--- config.mk ---
export PLATFORM = sky130hd
export DESIGN_NAME = pattern_event_logger
export DESIGN_NICKNAME = d
export VERILOG_FILES = /design/src/rtl/pattern_event_logger.sv
export SDC_FILE = /design/constraint.sdc
export NUM_CORES = 1
export LEC_CHECK = 0
export CORE_MARGIN = 2
export CORE_UTILIZATION = 50
export CTS_CLUSTER_SIZE = 16
export DETAILED_ROUTE_END_ITERATION = 6
export GPL_ROUTABILITY_DRIVEN = 0
export MAX_ROUTING_LAYER = met4
export PLACE_DENSITY = 0.7
export RECOVER_POWER = 25
export SLEW_MARGIN = 20
export SYNTH_ARGS = -nofsm -noshare
export SYNTH_HDL_FRONTEND = slang
export SYNTH_SLANG_ARGS = --single-unit
--- constraint.sdc ---
create_clock -name clock -period 11.5 [get_ports clock]
set_input_delay 3.45 -clock clock [delete_from_list [all_inputs] [get_ports clock]]
set_output_delay 3.45 -clock clock [all_outputs]
set_load 0.01 [all_outputs]
--- src/rtl/pattern_event_logger.sv ---
// Timestamps detector strobes into a small FWFT FIFO with a valid/ready drain
// port and saturating event/drop counters. Optional gap storage: PATTERN_EVENT_GAP_EN.
module pattern_event_logger #(
    parameter int DEPTH     = 8,
    parameter int TS_WIDTH  = 16,
    parameter int CNT_WIDTH = 8
) (
    input  logic                   clock,
    input  logic                   reset,
    input  logic                   pattern,
    output logic                   out_valid,
    input  logic                   out_ready,
    output logic [TS_WIDTH-1:0]    out_timestamp,
    output logic [TS_WIDTH-1:0]    out_gap,
    output logic [$clog2(DEPTH):0] level,
    output logic                   full,
    output logic                   empty,
    output logic [CNT_WIDTH-1:0]   total_count,
    output logic [CNT_WIDTH-1:0]   drop_count
);
    localparam int AW = $clog2(DEPTH);
    localparam int LW = AW + 1;

    logic [TS_WIDTH-1:0] cycle_cnt;
    logic [TS_WIDTH-1:0] ts_mem [DEPTH];
    logic [AW-1:0]       wr_ptr, rd_ptr;
    logic [LW-1:0]       level_nxt;
    logic                pop, push, drop;

    assign out_valid = !empty;
    assign pop       = out_valid && out_ready;
    // A full FIFO still accepts when the head leaves on the same edge.
    assign push      = pattern && (!full || pop);
    assign drop      = pattern && full && !pop;

    always_comb begin
        level_nxt = level;
        if (push && !pop)
            level_nxt = level + LW'(1);
        else if (pop && !push)
            level_nxt = level - LW'(1);
    end

    always_ff @(posedge clock) begin
        if (reset) begin
            cycle_cnt   <= '0;
            wr_ptr      <= '0;
            rd_ptr      <= '0;
            level       <= '0;
            full        <= 1'b0;
            empty       <= 1'b1;
            total_count <= '0;
            drop_count  <= '0;
        end else begin
            cycle_cnt <= cycle_cnt + TS_WIDTH'(1);
            if (push) wr_ptr <= wr_ptr + AW'(1);
            if (pop)  rd_ptr <= rd_ptr + AW'(1);
            level <= level_nxt;
            full  <= (level_nxt == LW'(DEPTH));
            empty <= (level_nxt == '0);
            if (pattern && total_count != '1)
                total_count <= total_count + CNT_WIDTH'(1);
            if (drop && drop_count != '1)
                drop_count <= drop_count + CNT_WIDTH'(1);
        end
    end

    always_ff @(posedge clock) begin
        if (!reset && push)
            ts_mem[wr_ptr] <= cycle_cnt;
    end

    // Head is gated so stale storage never shows on an empty port.
    assign out_timestamp = out_valid ? ts_mem[rd_ptr] : '0;

`ifdef PATTERN_EVENT_GAP_EN
    logic [TS_WIDTH-1:0] gap_mem [DEPTH];
    logic [TS_WIDTH-1:0] prev_ts;
    logic [TS_WIDTH-1:0] gap_new;
    logic                seen;

    // Dropped events still advance the reference point.
    assign gap_new = seen ? (cycle_cnt - prev_ts) : '1;

    always_ff @(posedge clock) begin
        if (reset) begin
            seen    <= 1'b0;
            prev_ts <= '0;
        end else if (pattern) begin
            seen    <= 1'b1;
            prev_ts <= cycle_cnt;
        end
    end

    always_ff @(posedge clock) begin
        if (!reset && push)
            gap_mem[wr_ptr] <= gap_new;
    end

    assign out_gap = out_valid ? gap_mem[rd_ptr] : '0;
`else
    assign out_gap = '0;
`endif

endmodule

==> results.md <==
* CTS Root Cell: clkbuf_16
* Synth Cell Area at around 7200 µm²
* Avg Cell Area, Syn at 15.16 µm²
* Hold_ws at a little under 0.5 ns
* Critical path type: reg2out
* Leakage power total at approximately 2.7 nW
* Clock skew at approximately 0.0051 ns
* Starting DRC count in detailed routing at approximately 330
* Synth area leader: edfxtp_1
* TritonCTS clock tree: built
* Post-CTS sizing at 0
* Area of the die at 15290 µm²
* Critical path fanouts, max at 17
* Worst r2r dst: ts_mem[0][13]
* Clock Latency Late Sink at between 0.4 and 0.5 ns
* Initial antenna violation count at 0
* GRT Util Overall at 19.10%
* Setup_tns at 0 ns
* Unrepaired setup endpoints after global routing: false
* Post-Synth XOR/XNOR Area at 2.448%
* Fmax at around 160 MHz
* Critical Path Sink Type: output pin
* ANT nets after route at 0
* Worst-path clk slew at around 0.06 ns
* CP startpoint kind: register
* Yosys warns at 0
* Post-Syn Instances at 472
* H-tree depth at 4
* DP Wirelength at about 7700 µm
* Std-Cell Core Area at 13930 µm²
* CTS max path bufs at 2
* Row count at 43
* EDFF count, synth at roughly 130
* Hold_buf cts at 0
* Status: complete, no violations
* Crit Reg-Reg Startpoint: empty
* DRC violation count after routing at 0
* Critical Path Max Stage Delay at 0.72 ns
* Simple-Gate Fraction of Synth Area at 9.423%
* Final Power at about 1.5 mW
* Main combinational cell family by area after synthesis: multiplexers
* Critical-path top delay cell: dfxtp_2
* Ports at between 50 and 60
* Buf+Inv Stages, Crit Path at 2
* Congestion Overflow GR at 0
* Vias at between 4000 and 5000
* Post-CTS Setup Bufs at 0
* Yosys cell types at a little under 50
* CP arrival at ~3 ns
* Layout cells sized above 1 at roughly 16%
* HP Start: rd_ptr[1]
* Final period util at between 50 and 60%
* Die height at approximately 120 µm
* Routed Wire Length at 13170 µm
* Hold Fails Final Rpt at 0
* Number of vias per cell at 5.668
* Filler instances at around 1100
* Adder-Cell Fraction of Synth Area at 1.224%
* Cell family with most CP delay: buffers and inverters
* Worst hold path class: reg2reg
* Worst-Margin Slew at between 1 and 1.5 ns
* Commonest cells post-synth: 128 x edfxtp_1, 48 x nor2_1, 47 x dfxtp_1, 32 x mux4_2
* Pre-antenna DRT Iters at 4
* Hold Path Cell Cnt at 2
* Post-synthesis mux area share at 12.59%
* PortBufs at 42
* Max-slew violations at 0
* Top area cells in the synthesized netlist: edfxtp_1 54%, dfxtp_1 13%, mux4_2 10%
* Total CTS buffers at 17
* Reg-to-reg slack, setup at 8.95 ns
* Slew HR at between 30% and 40%
* First-pass GRT wire length at 20600 µm
* Post-synth top area share at between 50% and 60%
* Diode count at 0
* Reg2Reg Depth at 4
* Synth-to-Final Area Change at 17.17%
* Die X at around 120 µm
* Worst VDD drop at 0.1267 mV
* Avg WL per Cell at between 15 and 20 µm
* Initial Util at 51.36%
* Vias in the first global route at between 3000 and 4000
* Compound-cell area share of the yosys netlist at 4.073%
* Cell Chain, Critical Path: buf_4 > mux4_2 > mux2i_1 > nor2_1 > clkdlybuf4s50_1
* Async set-reset flop share out of synthesis at 0%
* Final setup fails at 0
* Min Tclk post-route at 6.370 ns
* MaxCap Viol Count at 0
* WP data required at ~8.1 ns
* Clock sinks at ~180
* Nets@finish at 534
* Sequential-to-total area share from yosys stat at between 60% and 70%
* Most common cell in the netlist: edfxtp_1
* #FFs+latches synth at 175
* Largest net degree at the start of global routing at 47
* Prevailing post-synth register cell: edfxtp_1
* Power Density at 177.7 nW/µm²
==> registers in the layout (all words and copies together) (netlist names), named ones only <==
signal and count:
empty 1, cycle_cnt 16, rd_ptr 3, total_count 8
wr_ptr 3, ts_mem 128, full 1, drop_count 8
level 4
==> layout by cell type, fill, tap and decap left out, drive strengths merged, types with 9 or more instances in the layout <==
cell           instances
edfxtp               128
nor2                  48
dfxtp                 47
clkdlybuf4s50         42
mux4                  32
clkbuf                19
mux2i                 18
a21oi                 18
nand3                 16
conb                  16
nand2                 14
xor2                  11
buf                   11
inv                   11
or4                    9
xnor2                  9
o21ai                  9
==> per-stage QoR <==
step | instance area, µm² | utilization (%) | std cells | setup slack, ns
global route | 8386 | 60.18 | 716 | 4.932
detailed placement | 7766 | 55.73 | 684 | 5.465
floorplan | 7213 | - | 487 | 5.304
finish | 8386 | 60.18 | 716 | 5.130
CTS | 8386 | 60.18 | 716 | 5.013
global placement | 7765 | 55.72 | 684 | 5.473
==> worst max path at each step <==
stage	startpoint	end	slack, ns	cells past startpoint
floorplan	out_ready	ts_mem[0][0]	5.30	4
global placement	register	out_timestamp[15]	5.47	5
detailed placement	register	out_timestamp[15]	5.47	5
CTS	register	out_timestamp[15]	5.01	5
global route	register	out_timestamp[0]	4.93	5
finish	register	out_timestamp[15]	5.13	5
==> tightest hold or removal path: stages (launching register included) <==
cell	delay, ns
dfxtp_1	0.32
nand2_1	0.05
a21oi_1	0.07
==> cells by family after synthesis <==
family                     count (synthesis)
DFF                                      175
other                                      1
AOI/OAI and AO/OA                         46
buffers and inverters                     45
xor gates and xnor gates                  20
adders and majority gates                  7
muxes                                     50
and+or+nand+nor                          128
==> layer usage <==
layer / wire (µm) / vias up / global-route usage (%)
met5: 0 / - / -
met4: 184 / 0 / 6.392
met1: 5511 / 2053 / 23.99
met2: 6858 / 105 / 30.94
met3: 612 / 14 / 4.350
li1: - / 1886 / -
==> power by group <==
| part | switching [mW] | internal, mW |
|---|---|---|
| Sequential | 0.0323 | 0.689 |
| Clock | 0.231 | 0.364 |
| Combinational | 0.0772 | 0.0964 |
==> area by class of cell <==
cell class | count | area, µm² | area share (%)
sequential | 175 | 4787 | 57.09
clock buffer | 19 | 432.9 | 5.163
tap | 180 | 225.2 | 2.686
multi-input combinational | 267 | 2217 | 26.44
clock inverter | 13 | 186.4 | 2.223
timing repair buffer | 53 | 503.0 | 5.998
inverter | 9 | 33.78 | 0.4029
Note: power is estimated with default switching activity, not from simulation.
